## src/rtl/bus_pkg.sv

```systemverilog
// Shared bus definitions: transaction state encoding and default widths
// used by the master port, arbiter and slave port.
package bus_pkg;

    localparam int ADDR_W_DEF     = 12;
    localparam int DATA_W_DEF     = 8;
    localparam int RD_TIMEOUT_DEF = 255;

    typedef enum logic [2:0] {
        ST_IDLE  = 3'd0,
        ST_REQ   = 3'd1,
        ST_ADDR  = 3'd2,
        ST_WDATA = 3'd3,
        ST_RWAIT = 3'd4,
        ST_RDATA = 3'd5,
        ST_DONE  = 3'd6
    } bus_state_e;

    function automatic int max_w(input int a, input int b);
        return (a > b) ? a : b;
    endfunction

endpackage

```

## src/rtl/master_port_if.sv

```systemverilog
// Serial bus seen by one master: arbitration pair plus LSB-first serial links.
// Handshake: request stays high until the transaction ends; grant low during a
// transfer aborts it; bus_out counts only when bus_out_valid=1 and bus_in only
// when bus_in_valid=1 (no back-pressure on either link).
interface master_port_if;

    logic request;
    logic slave_select;
    logic grant;
    logic bus_mode;
    logic bus_out;
    logic bus_out_valid;
    logic bus_in;
    logic bus_in_valid;

    modport master (
        output request, slave_select, bus_mode, bus_out, bus_out_valid,
        input  grant, bus_in, bus_in_valid
    );

    modport slave (
        input  request, slave_select, bus_mode, bus_out, bus_out_valid,
        output grant, bus_in, bus_in_valid
    );

endinterface

```

## src/rtl/master_port_serial_shifter.sv

```systemverilog
// Shift register with bit counter shared by address, write-data and read-data
// phases: LSB leaves at bit 0, received bits enter at the MSB.
module serial_shifter #(
    parameter  int W    = 12,
    parameter  int IN_W = 8,
    localparam int CW   = $clog2(W) + 1
) (
    input  logic            clk,
    input  logic            reset,
    input  logic            load_i,
    input  logic [W-1:0]    load_data_i,
    input  logic            shift_i,
    input  logic            in_bit_i,
    input  logic [CW-1:0]   last_idx_i,
    output logic            out_bit_o,
    output logic [IN_W-1:0] rx_o,
    output logic            last_o
);

    logic [W-1:0]  sreg_q, sreg_d;
    logic [CW-1:0] cnt_q, cnt_d;

    always_comb begin
        sreg_d = sreg_q;
        cnt_d  = cnt_q;
        if (load_i) begin
            sreg_d = load_data_i;
            cnt_d  = '0;
        end else if (shift_i) begin
            sreg_d = {in_bit_i, sreg_q[W-1:1]};
            cnt_d  = cnt_q + CW'(1);
        end
    end

    always_ff @(posedge clk or posedge reset) begin
        if (reset) begin
            sreg_q <= '0;
            cnt_q  <= '0;
        end else begin
            sreg_q <= sreg_d;
            cnt_q  <= cnt_d;
        end
    end

    assign out_bit_o = sreg_q[0];
    // Word as it will stand once the current input bit is shifted in.
    assign rx_o      = {in_bit_i, sreg_q[W-1 -: IN_W-1]};
    assign last_o    = (cnt_q == last_idx_i);

endmodule

```

## src/rtl/master_port.sv

```systemverilog
// Bus master: captures a local request, arbitrates, shifts the address and
// write data out LSB-first, or collects read data with a timeout.
module master_port
    import bus_pkg::*;
#(
    parameter int ADDR_W     = ADDR_W_DEF,
    parameter int DATA_W     = DATA_W_DEF,
    parameter int RD_TIMEOUT = RD_TIMEOUT_DEF
) (
    input  logic               clk,
    input  logic               reset,
    input  logic               start,
    input  logic               rw,
    input  logic               slave_sel,
    input  logic [ADDR_W-1:0]  addr,
    input  logic [DATA_W-1:0]  wdata,
    output logic [DATA_W-1:0]  rdata,
    output logic               done,
    output logic               err,
    output logic               busy,
    output bus_state_e         state_dbg_o,
    master_port_if.master      bus
);

    localparam int SW = max_w(ADDR_W, DATA_W);
    localparam int CW = $clog2(SW) + 1;
    localparam int TW = $clog2(RD_TIMEOUT) + 1;

    bus_state_e        state_q;
    logic              rw_q;
    logic [ADDR_W-1:0] addr_q;
    logic [DATA_W-1:0] wdata_q;
    logic [DATA_W-1:0] rdata_q;
    logic [TW-1:0]     tmo_q;
    logic              done_q, err_q, busy_q;
    logic              request_q, slave_select_q, bus_mode_q, bus_out_valid_q;

    logic              sh_load, sh_shift, sh_bit, sh_last;
    logic [SW-1:0]     sh_data;
    logic [CW-1:0]     sh_last_idx;
    logic [DATA_W-1:0] sh_rx;
    logic              xfer, tmo_last, finish;

    serial_shifter #(.W(SW), .IN_W(DATA_W)) u_shifter (
        .clk         (clk),
        .reset       (reset),
        .load_i      (sh_load),
        .load_data_i (sh_data),
        .shift_i     (sh_shift),
        .in_bit_i    (bus.bus_in),
        .last_idx_i  (sh_last_idx),
        .out_bit_o   (sh_bit),
        .rx_o        (sh_rx),
        .last_o      (sh_last)
    );

    assign xfer     = state_q inside {ST_ADDR, ST_WDATA, ST_RWAIT, ST_RDATA};
    assign tmo_last = (tmo_q == TW'(RD_TIMEOUT - 1));
    assign finish   = bus.grant &&
                      (((state_q == ST_WDATA) && sh_last) ||
                       ((state_q == ST_RWAIT) && !bus.bus_in_valid && tmo_last) ||
                       ((state_q == ST_RDATA) && bus.bus_in_valid && sh_last));

    always_comb begin
        sh_load     = 1'b0;
        sh_shift    = 1'b0;
        sh_data     = '0;
        sh_last_idx = CW'(DATA_W - 1);
        case (state_q)
            ST_REQ: begin
                sh_load = bus.grant;
                sh_data = SW'(addr_q);
            end
            ST_ADDR: begin
                sh_last_idx = CW'(ADDR_W - 1);
                if (bus.grant) begin
                    // Last address bit: preload write data, or clear for receive.
                    if (sh_last) begin
                        sh_load = 1'b1;
                        sh_data = rw_q ? SW'(wdata_q) : '0;
                    end else begin
                        sh_shift = 1'b1;
                    end
                end
            end
            ST_WDATA:           sh_shift = bus.grant;
            ST_RWAIT, ST_RDATA: sh_shift = bus.grant & bus.bus_in_valid;
            default: ;
        endcase
    end

    always_ff @(posedge clk or posedge reset) begin
        if (reset) begin
            state_q         <= ST_IDLE;
            rw_q            <= 1'b0;
            addr_q          <= '0;
            wdata_q         <= '0;
            rdata_q         <= '0;
            tmo_q           <= '0;
            done_q          <= 1'b0;
            err_q           <= 1'b0;
            busy_q          <= 1'b0;
            request_q       <= 1'b0;
            slave_select_q  <= 1'b0;
            bus_mode_q      <= 1'b0;
            bus_out_valid_q <= 1'b0;
        end else if (xfer && !bus.grant) begin
            // Lost the bus: fall back to arbitration, restart from address bit 0.
            state_q         <= ST_REQ;
            bus_mode_q      <= 1'b0;
            bus_out_valid_q <= 1'b0;
            tmo_q           <= '0;
        end else if (finish) begin
            state_q         <= ST_DONE;
            request_q       <= 1'b0;
            slave_select_q  <= 1'b0;
            bus_mode_q      <= 1'b0;
            bus_out_valid_q <= 1'b0;
            done_q          <= 1'b1;
            err_q           <= (state_q == ST_RWAIT);
            if (state_q == ST_RDATA) rdata_q <= sh_rx;
        end else begin
            case (state_q)
                ST_IDLE: begin
                    if (start) begin
                        rw_q           <= rw;
                        addr_q         <= addr;
                        wdata_q        <= wdata;
                        busy_q         <= 1'b1;
                        request_q      <= 1'b1;
                        slave_select_q <= slave_sel;
                        state_q        <= ST_REQ;
                    end
                end
                ST_REQ: begin
                    if (bus.grant) begin
                        state_q         <= ST_ADDR;
                        bus_mode_q      <= rw_q;
                        bus_out_valid_q <= 1'b1;
                    end
                end
                ST_ADDR: begin
                    if (sh_last) begin
                        bus_out_valid_q <= rw_q;
                        tmo_q           <= '0;
                        state_q         <= rw_q ? ST_WDATA : ST_RWAIT;
                    end
                end
                ST_RWAIT: begin
                    if (bus.bus_in_valid) state_q <= ST_RDATA;
                    else                  tmo_q   <= tmo_q + TW'(1);
                end
                ST_DONE: begin
                    state_q <= ST_IDLE;
                    done_q  <= 1'b0;
                    err_q   <= 1'b0;
                    busy_q  <= 1'b0;
                end
                default: ;
            endcase
        end
    end

    assign rdata             = rdata_q;
    assign done              = done_q;
    assign err               = err_q;
    assign busy              = busy_q;
    assign state_dbg_o       = state_q;
    assign bus.request       = request_q;
    assign bus.slave_select  = slave_select_q;
    assign bus.bus_mode      = bus_mode_q;
    assign bus.bus_out_valid = bus_out_valid_q;
    assign bus.bus_out       = bus_out_valid_q & sh_bit;

endmodule

```

## src/flat_wrapper.sv

```systemverilog
// flat-port wrapper written by rule: the top's interface ports become plain ports
module master_port_flat import bus_pkg::*;
#(
    parameter int ADDR_W     = ADDR_W_DEF,
    parameter int DATA_W     = DATA_W_DEF,
    parameter int RD_TIMEOUT = RD_TIMEOUT_DEF
)
  (clk, reset, start, rw, slave_sel, addr, wdata, rdata, done, err, busy, state_dbg_o, bus_request, bus_slave_select, bus_bus_mode, bus_bus_out, bus_bus_out_valid, bus_grant, bus_bus_in, bus_bus_in_valid);
  master_port_if bus_i ();
  input  logic clk;
  input  logic reset;
  input  logic start;
  input  logic rw;
  input  logic slave_sel;
  input  logic [ADDR_W-1:0] addr;
  input  logic [DATA_W-1:0] wdata;
  output logic [DATA_W-1:0] rdata;
  output logic done;
  output logic err;
  output logic busy;
  output bus_state_e state_dbg_o;
  output wire logic [$bits(bus_i.request)-1:0] bus_request;
  output wire logic [$bits(bus_i.slave_select)-1:0] bus_slave_select;
  output wire logic [$bits(bus_i.bus_mode)-1:0] bus_bus_mode;
  output wire logic [$bits(bus_i.bus_out)-1:0] bus_bus_out;
  output wire logic [$bits(bus_i.bus_out_valid)-1:0] bus_bus_out_valid;
  input wire logic [$bits(bus_i.grant)-1:0] bus_grant;
  input wire logic [$bits(bus_i.bus_in)-1:0] bus_bus_in;
  input wire logic [$bits(bus_i.bus_in_valid)-1:0] bus_bus_in_valid;
  assign bus_request = bus_i.request;
  assign bus_slave_select = bus_i.slave_select;
  assign bus_bus_mode = bus_i.bus_mode;
  assign bus_bus_out = bus_i.bus_out;
  assign bus_bus_out_valid = bus_i.bus_out_valid;
  assign bus_i.grant = bus_grant;
  assign bus_i.bus_in = bus_bus_in;
  assign bus_i.bus_in_valid = bus_bus_in_valid;
  master_port #(.ADDR_W(ADDR_W), .DATA_W(DATA_W), .RD_TIMEOUT(RD_TIMEOUT)) u_core (.clk(clk), .reset(reset), .start(start), .rw(rw), .slave_sel(slave_sel), .addr(addr), .wdata(wdata), .rdata(rdata), .done(done), .err(err), .busy(busy), .state_dbg_o(state_dbg_o), .bus(bus_i));
endmodule
```

## config.mk

```make
export PLATFORM = sky130hd
export DESIGN_NAME = master_port_flat
export DESIGN_NICKNAME = d
export VERILOG_FILES = /design/src/rtl/bus_pkg.sv /design/src/rtl/master_port_if.sv /design/src/rtl/master_port_serial_shifter.sv /design/src/rtl/master_port.sv /design/src/flat_wrapper.sv
export SDC_FILE = /design/constraint.sdc
export NUM_CORES = 1
export LEC_CHECK = 0
export BUFFER_PORTS_ARGS = -buffer_cell sky130_fd_sc_hd__buf_4
export CORE_MARGIN = 2
export CORE_UTILIZATION = 57
export DETAILED_ROUTE_END_ITERATION = 10
export GPL_TIMING_DRIVEN = 0
export HOLD_SLACK_MARGIN = 0.15
export PLACE_DENSITY = 0.79
export SYNTH_ARGS = -nofsm -noshare
export SYNTH_HDL_FRONTEND = slang
export SYNTH_HIERARCHICAL = 1
export SYNTH_SLANG_ARGS = --single-unit
```

## constraint.sdc

```tcl
create_clock -name clk -period 3.25 [get_ports clk]
set_input_delay 0.65 -clock clk [delete_from_list [all_inputs] [get_ports clk]]
set_output_delay 0.65 -clock clk [all_outputs]
set_load 0.05 [all_outputs]
```

**Word level (Yosys, flattened, before mapping)**

Index checks and enable logic that the tools add are counted.

- Reduce and logical (&&, ||, !) cells: 33
- Multiplexer cells: 47
- Bitwise operators: 4
- Eq/ne operators: 16
- Add/sub/neg operators: 2

Operators by type and width:

| kind | number |
|---|---|
| $mux W12 | 4 |
| $mux W9 | 4 |
| $pmux W12 S2 | 1 |
| $mux W1 | 21 |
| $mux W3 | 7 |
| $pmux W9 S2 | 1 |
| $pmux W3 S5 | 1 |
| $ne A4 B2 Y1 const B | 3 |
| $reduce_and A4 Y1 | 3 |
| $mux W5 | 2 |
| $reduce_bool A2 Y1 | 5 |
| $add A9 B1 Y9 const B | 1 |
| $eq A3 B3 Y1 const B | 3 |
| $eq A9 B8 Y1 const B | 1 |
| $reduce_and A3 Y1 | 3 |
| $reduce_bool A3 Y1 | 3 |
| $mux W8 | 1 |
| $reduce_bool A4 Y1 | 2 |
| $logic_and A1 B1 Y1 | 7 |
| $reduce_bool A7 Y1 | 1 |
| $eq A3 B2 Y1 const B | 2 |
| $pmux W1 S2 | 3 |
| $add A5 B1 Y5 const B | 1 |
| $eq A5 B5 Y1 | 1 |
| other kinds (15) | 21 |

- Register bits: 65
- Input port bits: 28
- Word-level logic and storage cells: 117
- Output and inout port bits: 19

**Longest topological paths before layout**

Gate-level depths: netlist (run 1).

- Word-level depth: 9
- Mapped depth: 14
- Gate-level depth less buffers: 12

**Cells and area by module**

The synthesis (run 1) kept the hierarchy.

Modules (own cells, without submodules):

| module | times used | sequential area each (µm²) | cells an instance | area an instance (µm²) |
|---|---|---|---|---|
| master_port | 1 | 1,201.2 | 225 | 2,427.3 |
| serial_shifter | 1 | 425.4 | 88 | 905.9 |

**Worst setup path after synthesis (run 1)**

OpenSTA, ideal clock, no wires.

- Path type: flip-flop to flip-flop
- Start point: register u_core.state_q[1], in the netlist u_core/state_dbg_o[1]
- End point: register u_core.tmo_q[3]
- Clock period less this slack: 3.026 ns
- Buffers on the path: 2
- Stages on the path, launching flop included: 14
- Required time: 3.129 ns
- Path slack: 0.224 ns
- Setup time: 0.121 ns
- Arrival time: 2.905 ns
- Path through: dfrtp_1 -> buf_4 -> nand2b_1 -> nor2_1 -> inv_1 -> xnor2_1 -> nand3_1 -> nor3_1 -> nand2b_1 -> a21oi_1 -> a21oi_1 -> clkbuf_1 -> or2_2 -> a22o_1

- Cells in the longest elaborated chain, start to end: 9
- Elaborated cells on any way between the ends: 24

RTL lines:

| what | RTL line | RTL |
|---|---|---|
| start, declared | master_port.sv:29 | `bus_state_e state_q;` |
| start signal, assigned | master_port.sv:146 | `state_q <= rw_q ? ST_WDATA : ST_RWAIT;` |
| $eq A3 B2 Y1 (*) | master_port.sv:69 | `case (state_q)` |
| $mux W4 (*) | master_port.sv:69 |  |
| named net u_core.sh_last_idx[3] | master_port.sv:40 | `logic [CW-1:0] sh_last_idx;` |
| $eq A5 B5 Y1 (*) | master_port_serial_shifter.sv:48 | `assign last_o = (cnt_q == last_idx_i);` |
| named net u_core.sh_last | master_port.sv:38 | `logic sh_load, sh_shift, sh_bit, sh_last;` |
| $logic_and A1 B1 Y1 | master_port.sv:60 | `(((state_q == ST_WDATA) && sh_last) \|\|` |
| $logic_or A1 B1 Y1 | master_port.sv:60 |  |
| $logic_or A1 B1 Y1 | master_port.sv:61 | `((state_q == ST_RWAIT) && !bus.bus_in_valid && tmo_last) \|\|` |
| $logic_and A1 B1 Y1 | master_port.sv:59 | `assign finish = bus.grant &&` |
| $ne A2 B2 Y1 (no line) | -- |  |
| $reduce_and A4 Y1 (no line) (*) | -- |  |
| end signal, assigned | master_port.sv:151 | `else tmo_q <= tmo_q + TW'(1);` |
| end, declared | master_port.sv:34 | `logic [TW-1:0] tmo_q;` |

The timed path passes the listed nets; every way through them passes the cells marked *. The select of a mux whose other input is x is not followed.
A chain may end at the register's enable or synchronous reset.

**Final worst setup path (run 1)**

- Start point: register u_core.state_q[0], in the netlist u_core/state_dbg_o[0]
- End point: register u_core.tmo_q[4]

The elaborated chain is that of the path after synthesis.

==> flow_metrics.env, run 1 <==
export IMPL_run_status="completed"
export IMPL_cts_tree="yes"
export IMPL_finalHoldViolCount=0
export IMPL_syn_instance_count=313
export IMPL_cp_slowest_stage_delay_ps=470
export IMPL_die_y_um=80.5
export IMPL_netlist_area_mm2=0.00333
export IMPL_startpoint_type="flip-flop"
export IMPL_fp_dieW_um=80.5
export IMPL_crit_required_ps=3460
export IMPL_ys_ff_latch=65
export IMPL_dp_hpwl_mm=5.21
export IMPL_seqCellArea_mm2=0.00163
export IMPL_drive_above_1_share_pct=31.4
export IMPL_worst_ep_arrival_time_ps=3180
export IMPL_max_freq_ghz=0.337
export IMPL_path_cells="nand2b_1, nor2_2, inv_1, xnor2_1, nand3_1, nor3_4, nand2b_1, a21oi_1, a21oi_1, clkbuf_1, or2_2, a22o_1"
export IMPL_switching_share_pct=36.9
export IMPL_crit_path_end_kind="flip-flop"
export IMPL_maxCapViolCount=0
export IMPL_htreeDepth=3
export IMPL_root_buffer="clkbuf_8"
export IMPL_crit_family="simple AND/OR/NAND/NOR gates"
export IMPL_drt_initial_drc_count=158
export IMPL_worst_pin_slew_ps=648
export IMPL_postCtsSetupRepairBufs=0
export IMPL_pwr_share_seq_pct=37.5
export IMPL_setup_viol=0
export IMPL_fill_cells=434
export IMPL_cts_num_sinks=65
export IMPL_areaGrowthSynthToFinish_pct=20.8
export IMPL_top_level_ports=47
export IMPL_cts_buffers=9
export IMPL_slew_violations=0
export IMPL_grt_pass1_vias=2460
export IMPL_synth_flop_cell="dfrtp_1"
export IMPL_core_area_mm2=0.00557
export IMPL_ctsHoldBuffers=0
export IMPL_p_sw_uw=1230
export IMPL_ys_warn_count=6
export IMPL_drt_wl_total_mm=7.26
export IMPL_min_delay_path_class="primary input to async pin"
export IMPL_fin_nets=402
export IMPL_vdd_drop_max_v=0.000734
export IMPL_die_area_mm2=0.00648
export IMPL_slowest_stage="dfrtp_1"
export IMPL_clkPwrFrac_pct=23.3
export IMPL_dr_total_vias=2567
export IMPL_r2r_start="u_core/state_dbg_o[0]"
export IMPL_n_antenna_cell=0
export IMPL_final_cell_mix="65 x dfrtp_1, 55 x buf_4, 29 x mux2_2"
export IMPL_portBuffers=45
export IMPL_skew_ps=7.35
export IMPL_grt_pass1_wl_mm=12.1
export IMPL_final_area_mm2=0.00403
export IMPL_power_density_mw_per_mm2=829
export IMPL_clk_pin_slew_ps=80
export IMPL_setup_tns_ps=0
export IMPL_multi_input_area_mm2=0.00152
export IMPL_worstSetupPathType="flip-flop to flip-flop"
export IMPL_leakage_uw=0.00182
export IMPL_wl_per_cell_um=16.2
export IMPL_synth_edf_count=0
export IMPL_cp_startpoint="u_core/state_dbg_o[0]"
export IMPL_final_common_cell="dfrtp_1"
export IMPL_place_congestion=0.882
export IMPL_fin_crit_ps=2970
export IMPL_postRouteAntennaNets=0
export IMPL_drt_pass1_iterations=4
export IMPL_drc_errors=0
export IMPL_clock_latency_ps=330
export IMPL_seq_area_frac_synth_pct=48.8
export IMPL_avgSynthCellArea_um2=10.6
export IMPL_critPathMaxFanout=10
export IMPL_grt_util_all_layers_pct=24.8
export IMPL_cts_max_path_buffers=2
export IMPL_maxSlewHeadroom_pct=56.7
export IMPL_grt_max_degree=33
export IMPL_worst_path_buf_inv=2
export IMPL_start_util_pct=59.8
export IMPL_num_rows=27
export IMPL_ys_async_sr_fraction_pct=100
export IMPL_overflow=0
export IMPL_rsz0062_at_grt="false"
export IMPL_ys_types=50
export IMPL_placed_area_mm2=0.00378
export IMPL_fin_crit_sh_pct=91.2
export IMPL_cts_repair_resized=1
export IMPL_pwr_share_comb_pct=39.3
export IMPL_p_int_uw=2110
export IMPL_antenna_found_initial=0
export IMPL_viasPerCell=5.73
[routing by layer]
layer  track usage [%]  part of all wire, %  vias up
met5                 0                    0        -
met3              4.27                  4.1        4
li1                  -                    -     1221
met1              35.7                   47     1268
met2              38.3                   49       74
met4              8.64                 0.76        0
[sequential cells by signal, indices dropped and copies added (netlist names)]
| register | cells |
|---|---|
| u_core/bus.slave_select | 1 |
| u_core/bus.request | 1 |
| u_core/done | 1 |
| u_core/addr_q | 12 |
| u_core/bus.bus_mode | 1 |
| u_core/tmo_q | 9 |
| u_core/u_shifter/cnt_q | 5 |
| u_core/err | 1 |
| u_core/wdata_q | 8 |
| u_core/bus.bus_out_valid | 1 |
| u_core/state_dbg_o | 3 |
| u_core/rw_q | 1 |
| u_core/busy | 1 |
| u_core/rdata | 8 |
| u_core/u_shifter/sreg_q | 12 |
[power groups by stage]
stage / logic, uW / registers (uW) / clock network [uW]
6_report: 1310 / 1250 / 777
3_5_place_dp: 1300 / 1260 / 0
5_1_grt: 1440 / 1280 / 824
4_1_cts: 1300 / 1250 / 790
3_3_place_gp: 1260 / 1250 / 0
2_1_floorplan: 836 / 1380 / 0
[cells in the mapped netlist (all sizes together) (3+ instances only)]
cell type	n	area, um^2
a22o	10	87.6
nor2b	5	31.3
or2	4	25.0
xor2	5	43.8
xnor2	4	35.0
buf	18	136
dfrtp	65	1630
nand3b	3	26.3
o21ai	25	125
inv	6	22.5
a21oi	10	53.8
nand2b	5	31.3
clkbuf	11	41.3
mux2	29	327
nand2	24	90.1
and2	6	37.5
mux2i	13	130
nor3	3	15.0
nand4	4	25.0
ha	3	37.5
nor2	21	78.8
o31ai	7	52.6
nand3	6	30.0
[path summary, 6_finish.rpt]
| check | end | slack [ps] | cells past startpoint |
|---|---|---|---|
| setup / recovery | u_core/tmo_q[4] | 280 | 12 |
| hold / removal | u_core/rdata[3] | 320 | 2 |
| hold reg to reg | u_core/done | 500 | 1 |
| min in group clk | u_core/done | 500 | 1 |
| setup reg to reg | u_core/tmo_q[4] | 280 | 12 |
| max in group asynchronous | u_core/u_shifter/cnt_q[0] | 2410 | 2 |
[worst reg2reg max path: cells and delay by family, from the launching register on]
kind,cells,cell delay [ps]
compound gates,3,480
flops,1,470
simple gates,6,1440
xor+xnor,1,130
buf+inv,2,320
[layout make-up]
cell class	instances	share of cell area, %
multi-input cells	214	37.8
inverters	6	0.559
clock buffers	10	3.42
plain buffers	29	4.41
clock inverters	6	2.24
repair buffers	46	8.89
flip-flops and latches	65	40.4
well taps	72	2.24
[cells by family after synthesis]
family / Yosys count / share of synthesized area (%)
xor+xnor: 9 / 2.36
flops: 65 / 48.8
mux: 42 / 13.7
fa+ha+maj: 4 / 1.43
buf+inv: 35 / 6.01
other cells: 2 / 0.225
compound gates: 68 / 13.6
simple gates: 88 / 13.9
[per-stage QoR]
step                utilization, %  instances  setup slack, ps  hold slack [ps]  total power, uW
floorplan                        -        314              224              457             2220
global route                  72.2        448             67.1              341             3540
global placement              67.5        431            -58.7              469             2510
detailed placement            67.9        432             -104              481             2560
finish                        72.2        448              285              316             3340
CTS                           72.1        448              102              316             3340
(Power assumes the default switching activity.)
==> run 2, diff against run 1 <==
--- a/config.mk
+++ b/config.mk
@@ -11,8 +11,7 @@
 export DETAILED_ROUTE_END_ITERATION = 10
 export GPL_TIMING_DRIVEN = 0
 export HOLD_SLACK_MARGIN = 0.15
-export PLACE_DENSITY = 0.79
+export PLACE_DENSITY = 0.8
 export SYNTH_ARGS = -nofsm -noshare
 export SYNTH_HDL_FRONTEND = slang
-export SYNTH_HIERARCHICAL = 1
 export SYNTH_SLANG_ARGS = --single-unit
==> run 2 against run 1 <==
Sequential cell count is the same. Cell area shrank 5.0%. Critical endpoint is now u_core.wdata_q[6]. Combinational power shrank 16%. Clock skew grew 6.6 ps. Synthesized cell count shrank 4.8%.
==> flow_metrics.env, run 2 <==
export IMPL_root_buffer="clkbuf_8"
export IMPL_ys_warn_count=0
export IMPL_synth_area_top_cells="dfrtp_1 51%, mux2_2 11%, o21ai_0 3.8%, nand2_1 3.7%, o31ai_1 3.1%"
export IMPL_crit_path_end_kind="flip-flop"
export IMPL_ctsHoldBuffers=0
export IMPL_n_antenna_cell=0
export IMPL_cts_max_path_buffers=2
export IMPL_top_regs="u_core.addr_q (12), u_core.u_shifter.sreg_q (12), u_core.tmo_q (9)"
export IMPL_synth_common_cells="65 x dfrtp_1, 31 x nand2_1, 30 x mux2_2, 24 x o21ai_0, 19 x nor2_1"
export IMPL_drc_errors=0
export IMPL_slew_violations=0
export IMPL_die_y_um=78.5
export IMPL_antenna_found_initial=0
export IMPL_ys_async_sr_fraction_pct=100
export IMPL_core_area_mm2=0.00544
export IMPL_worst_pin_slew_ps=841
export IMPL_p_sw_uw=1150
export IMPL_grt_util_all_layers_pct=25.8
export IMPL_worst_ep_arrival_time_ps=3120
export IMPL_seq_area_frac_synth_pct=51.4
export IMPL_crit_family="buffers and inverters"
export IMPL_cp_startpoint="u_core.state_dbg_o[2]"
export IMPL_cts_num_sinks=65
export IMPL_setup_tns_ps=0
export IMPL_path_cells="clkbuf_2, inv_1, ha_1, nor2b_1, nor2_1, and3_1, clkbuf_1, buf_2, mux2_2"
export IMPL_synth_largest_area_cell="dfrtp_1"
export IMPL_syn_nets=331
export IMPL_ys_ff_latch=65
export IMPL_layout_setup_ws_ps=366
export IMPL_maxCapViolCount=0
export IMPL_maxSlewHeadroom_pct=43.5
export IMPL_multi_input_area_mm2=0.00144
export IMPL_postRouteAntennaNets=0
export IMPL_fp_dieW_um=78.5
export IMPL_switching_share_pct=37.0
export IMPL_viasPerCell=6.04
export IMPL_start_util_pct=58.2
export IMPL_worst_path_buf_inv=4
export IMPL_synthDominantCellAreaShare_pct=51.4
export IMPL_drt_wl_total_mm=7.12
export IMPL_cp_slowest_stage_delay_ps=430
export IMPL_clock_latency_ps=350
export IMPL_worstSetupPathType="flip-flop to flip-flop"
export IMPL_fill_cells=419
export IMPL_avgSynthCellArea_um2=10.6
export IMPL_clkPwrFrac_pct=24.0
export IMPL_rsz0062_at_grt="false"
export IMPL_cts_buffers=9
export IMPL_slowest_stage="dfrtp_1"
export IMPL_dr_total_vias=2603
export IMPL_clk_pin_slew_ps=70
export IMPL_run_status="completed"
export IMPL_overflow=0
export IMPL_fin_crit_sh_pct=88.8
export IMPL_rrSetupSlack_ps=370
export IMPL_post_route_util_pct=70.3
export IMPL_netlist_area_mm2=0.00317
export IMPL_startpoint_type="flip-flop"
export IMPL_p_int_uw=1950
export IMPL_num_rows=27
export IMPL_grt_max_degree=34
export IMPL_fin_crit_ps=2880
export IMPL_max_freq_ghz=0.347
export IMPL_dp_slack_ps=11.3
export IMPL_portBuffers=45
export IMPL_pwr_share_comb_pct=35.6
export IMPL_r2r_start="u_core.state_dbg_o[2]"
export IMPL_setup_viol=0
export IMPL_areaGrowthSynthToFinish_pct=20.8
export IMPL_finalHoldViolCount=0
export IMPL_fin_nets=387
export IMPL_wl_per_cell_um=16.5
export IMPL_min_delay_path_class="primary input to async pin"
export IMPL_top_level_ports=47
export IMPL_crit_required_ps=3480
export IMPL_critPathMaxFanout=10
export IMPL_place_congestion=0.920
export IMPL_synth_flop_cell="dfrtp_1"
export IMPL_synth_edf_count=0
export IMPL_drive_above_1_share_pct=29.2
export IMPL_final_common_cell="dfrtp_1"
export IMPL_drt_initial_drc_count=203
export IMPL_vdd_drop_max_v=0.000589
export IMPL_pwr_share_seq_pct=40.4
export IMPL_synth_most_common_cell="dfrtp_1"
export IMPL_skew_ps=13.9
export IMPL_seqCellArea_mm2=0.00163
export IMPL_grt_pass1_vias=2637
export IMPL_die_area_mm2=0.00617
export IMPL_drt_pass1_iterations=5
export IMPL_grt_pass1_wl_mm=12.3
export IMPL_leakage_uw=0.00169
export IMPL_htreeDepth=3
export IMPL_cts_tree="yes"
export IMPL_final_cell_mix="65 x dfrtp_1, 45 x buf_4, 31 x nand2_1"
export IMPL_ys_types=50
export IMPL_syn_instance_count=298
export IMPL_power_density_mw_per_mm2=809
export IMPL_dp_hpwl_mm=5.05
run 2: changes by cell type after synthesis, moves of 4 or more:
cell,previous run,this run
a221oi_1,1,8
nand2_1,24,31
o31ai_1,7,13
a22o_1,10,0
a22oi_1,0,5
o21ai_0,17,24
xor2_1,5,1
xnor2_1,4,0
buf_4,10,0
o21ai_1,8,1
mux2i_1,13,2
run 2: worst paths after layout:
path                                  endpoint  cells after the start
max in group asynchronous    u_core.wdata_q[2]                      3
min reg2reg                    u_core.tmo_q[7]                      1
min                        u_core.bus.bus_mode                      2
max                          u_core.wdata_q[6]                      9
max reg2reg                  u_core.wdata_q[6]                      9
min in group clk               u_core.tmo_q[7]                      1
run 2: final cells by class:
type / instances / area share, %
well taps: 72 / 2.36
inverters: 9 / 0.883
clock inverters: 5 / 2.09
plain buffers: 15 / 1.64
clock buffers: 11 / 3.43
flip-flops and latches: 65 / 42.5
repair buffers: 46 / 9.36
multi-input cells: 208 / 37.7
run 2: cells by family after synthesis:
| family | Yosys count | share of synthesized area, % |
|---|---|---|
| AO/OA/AOI/OAI | 75 | 15.9 |
| XOR/XNOR | 1 | 0.277 |
| adder cells (fa/ha/maj) | 5 | 1.98 |
| buffers and inverters | 25 | 3.08 |
| flip-flops | 65 | 51.4 |
| multiplexers | 32 | 11.3 |
| AND/OR/NAND/NOR | 95 | 16.1 |
run 2: worst register-to-register path, cell delays in order (launching register included):
cell and delay [ps]:
dfrtp_1 430, clkbuf_2 250, inv_1 130, ha_1 330, nor2b_1 190, nor2_1 280, and3_1 220, clkbuf_1 230
buf_2 330, mux2_2 380
run 2: power groups by stage:
stage	logic [uW]	registers (uW)	clock network [uW]
finish	1100	1250	744
global route	1210	1290	792
CTS	1110	1240	746
detailed placement	1110	1250	0
global placement	1070	1230	0
floorplan	720	1310	0
run 2: timing repair:
action | 4_1_cts | 5_1_grt
resized for setup | 1 | 2
gates cloned | 0 | 0
setup endpoints to repair | 3 | 19
hold endpoints to repair | 0 | 0
buffers inserted | 0 | 0
run 2: per-layer routing:
layer | track usage, % | share of wire, % | vias to the layer above
met1 | 33.8 | 45 | 1295
met5 | 0 | 0 | -
met2 | 41.5 | 49 | 92
li1 | - | - | 1208
met3 | 4.94 | 5.5 | 8
met4 | 11.8 | 1.4 | 0
run 2: through the flow:
step           hold WS, ps  power (uW)  area [um^2]  cells
6_report               418        3100         3820    431
3_5_place_dp           477        2360         3610    416
4_1_cts                451        3100         3830    432
5_1_grt                474        3280         3820    431
3_3_place_gp           461        2300         3590    415
2_1_floorplan          441        2030         3170    298
==> run 3, diff against run 2 <==
--- a/config.mk
+++ b/config.mk
@@ -5,13 +5,14 @@
 export SDC_FILE = /design/constraint.sdc
 export NUM_CORES = 1
 export LEC_CHECK = 0
+export ABC_AREA = 1
 export BUFFER_PORTS_ARGS = -buffer_cell sky130_fd_sc_hd__buf_4
+export CAP_MARGIN = 20
 export CORE_MARGIN = 2
-export CORE_UTILIZATION = 57
+export CORE_UTILIZATION = 43
 export DETAILED_ROUTE_END_ITERATION = 10
 export GPL_TIMING_DRIVEN = 0
 export HOLD_SLACK_MARGIN = 0.15
-export PLACE_DENSITY = 0.8
 export SYNTH_ARGS = -nofsm -noshare
 export SYNTH_HDL_FRONTEND = slang
 export SYNTH_SLANG_ARGS = --single-unit
==> run 3 against run 2 <==
Global-route usage is 6.3 points lower. Register-to-register slack improved by 610 ps. Worst hold slack worse by 31 ps. Utilization is 18 points lower. Clock skew shrank 4.3 ps. Highest routed layer unchanged.
==> flow_metrics.env, run 3 <==
export IMPL_synth_area_top_cells="dfrtp_1 47%, nand2_1 24%, nand3_1 4.2%, inv_1 3.0%, nor2_1 2.1%"
export IMPL_syn_instance_count=452
export IMPL_synth_common_cells="215 x nand2_1, 65 x dfrtp_1, 29 x nand3_1, 27 x inv_1, 19 x nor2_1"
export IMPL_synth_largest_area_cell="dfrtp_1"
export IMPL_overflow=0
export IMPL_avgSynthCellArea_um2=7.58
export IMPL_ys_types=35
export IMPL_clock_latency_ps=350
export IMPL_final_cell_mix="215 x nand2_1, 65 x dfrtp_1, 47 x buf_4"
export IMPL_worst_r2r_endpoint="u_core.addr_q[11]"
export IMPL_core_area_mm2=0.00773
export IMPL_fin_crit_sh_pct=69.8
export IMPL_rsz0062_at_grt="false"
export IMPL_cts_num_sinks=65
export IMPL_grt_pass1_vias=2751
export IMPL_ys_async_sr_fraction_pct=100
export IMPL_r2r_cells=10
export IMPL_setup_viol=0
export IMPL_crit_path_end_kind="flip-flop"
export IMPL_synth_flop_cell="dfrtp_1"
export IMPL_drt_pass1_iterations=4
export IMPL_areaGrowthSynthToFinish_pct=19.1
export IMPL_drc_errors=0
export IMPL_drt_initial_drc_count=108
export IMPL_setup_tns_ps=0
export IMPL_root_buffer="clkbuf_8"
export IMPL_htreeDepth=3
export IMPL_final_common_cell="nand2_1"
export IMPL_antenna_found_initial=0
export IMPL_maxSlewHeadroom_pct=57.5
export IMPL_worst_ep_arrival_time_ps=2510
export IMPL_wl_per_cell_um=12.4
export IMPL_slew_violations=0
export IMPL_viasPerCell=4.72
export IMPL_num_rows=32
export IMPL_top_regs="u_core.addr_q (12), u_core.u_shifter.sreg_q (12), u_core.tmo_q (9)"
export IMPL_whs_ps=387
export IMPL_maxCapViolCount=0
export IMPL_cts_buffers=9
export IMPL_ys_ff_latch=65
export IMPL_critPathMaxFanout=10
export IMPL_power_density_mw_per_mm2=799
export IMPL_postCtsSetupRepairBufs=0
export IMPL_run_status="completed"
export IMPL_synthDominantCellAreaShare_pct=47.5
export IMPL_crit_required_ps=3490
export IMPL_worstSetupPathType="flip-flop to flip-flop"
export IMPL_worst_pin_slew_ps=637
export IMPL_die_area_mm2=0.00869
export IMPL_start_util_pct=44.3
export IMPL_n_antenna_cell=0
export IMPL_die_y_um=93.2
export IMPL_ctsHoldBuffers=0
export IMPL_place_congestion=0.838
export IMPL_ys_warn_count=0
export IMPL_rrSetupSlack_ps=980
export IMPL_fin_crit_ps=2270
export IMPL_syn_nets=485
export IMPL_drt_wl_total_mm=7.62
export IMPL_postRouteAntennaNets=0
export IMPL_cts_repair_resized=0
export IMPL_grt_util_all_layers_pct=19.5
export IMPL_fin_nets=542
export IMPL_dp_hpwl_mm=5.69
export IMPL_vdd_drop_max_v=0.000298
export IMPL_r2r_start="u_core.state_dbg_o[2]"
export IMPL_top_level_ports=47
export IMPL_synth_edf_count=0
export IMPL_clk_pin_slew_ps=70
export IMPL_leakage_uw=0.00220
export IMPL_grt_max_degree=38
export IMPL_cts_tree="yes"
export IMPL_min_delay_path_class="primary input to async pin"
export IMPL_dr_total_vias=2899
export IMPL_skew_ps=9.64
export IMPL_portBuffers=45
export IMPL_startpoint_type="flip-flop"
export IMPL_max_freq_ghz=0.441
export IMPL_finalHoldViolCount=0
export IMPL_seq_area_frac_synth_pct=47.5
export IMPL_fp_dieW_um=93.2
export IMPL_netlist_area_mm2=0.00342
export IMPL_grt_pass1_wl_mm=13.2
export IMPL_synth_most_common_cell="nand2_1"
export IMPL_drive_above_1_share_pct=20.9
export IMPL_cts_max_path_buffers=2
run 3: cell types whose count changed in the layout (fill, tap and decap cells not counted), sizes merged, moves of 4 or more:
cell	change
a21oi	-7
a221oi	-8
a22oi	-4
buf	+9
clkbuf	-11
inv	+27
mux2	-30
nand2	+191
nand3	+20
nand4	+8
nor2	+5
nor2b	-4
o31ai	-13
run 3: cell families after synthesis:
group,count (synthesis),synth area share (%)
AO/OA/AOI/OAI,35,6.54
buffers and inverters,50,6.36
XOR/XNOR,4,1.02
AND/OR/NAND/NOR,293,36.8
adder cells (fa/ha/maj),5,1.83
flip-flops,65,47.5
run 3: report_power, final:
part           switching (uW)  leakage [uW]  internal, uW
registers                 190      0.000840          1070
clock network             303     0.0000871           307
logic                     922       0.00127           465
run 3: metal layers:
layer  global-route usage [%]  wire length, um  up-vias
li1                         -                -     1530
met1                     27.6             3820     1305
met2                     29.1             3380       51
met3                     4.59              299       13
met4                     6.99              121        0
met5                        0                0        -
run 3: through the flow:
step	util, %	power, uW	instances	setup slack [ps]	instance area, um^2
after floorplan	-	2290	452	974	3420
after global placement	50.3	2640	599	96.6	3890
after detailed placement	50.6	2670	600	962	3910
after CTS	52.8	3290	614	957	4080
after global routing	52.8	3540	614	829	4080
final	52.8	3260	614	980	4080
run 3: area by class of cell:
| class | instances | area (um^2) |
|---|---|---|
| clock buffers | 11 | 151 |
| clock inverters | 3 | 17.5 |
| inverters | 37 | 141 |
| plain buffers | 13 | 76.3 |
| repair buffers | 46 | 358 |
| fillers | 774 | 3650 |
| flip-flops and latches | 65 | 1630 |
| multi-input cells | 337 | 1580 |
| well taps | 102 | 128 |
run 3: worst max path at each step:
stage / slack (ps) / from / to
2_1_floorplan: 970 / reset / u_core.addr_q[0]
3_3_place_gp: 100 / reset / u_core.rdata[7]
3_5_place_dp: 960 / u_core.state_dbg_o[2] / u_core.addr_q[6]
4_1_cts: 960 / u_core.state_dbg_o[2] / u_core.addr_q[6]
5_1_grt: 830 / u_core.state_dbg_o[2] / u_core.wdata_q[4]
6_report: 980 / u_core.state_dbg_o[2] / u_core.addr_q[11]
run 3: critical path: stages (launching register included):
cell	delay (ps)
dfrtp_1	560
inv_2	120
ha_1	290
inv_1	50
nor2_1	260
inv_2	180
nand3_1	260
inv_2	110
buf_2	200
nand2_1	80
nand2_1	40
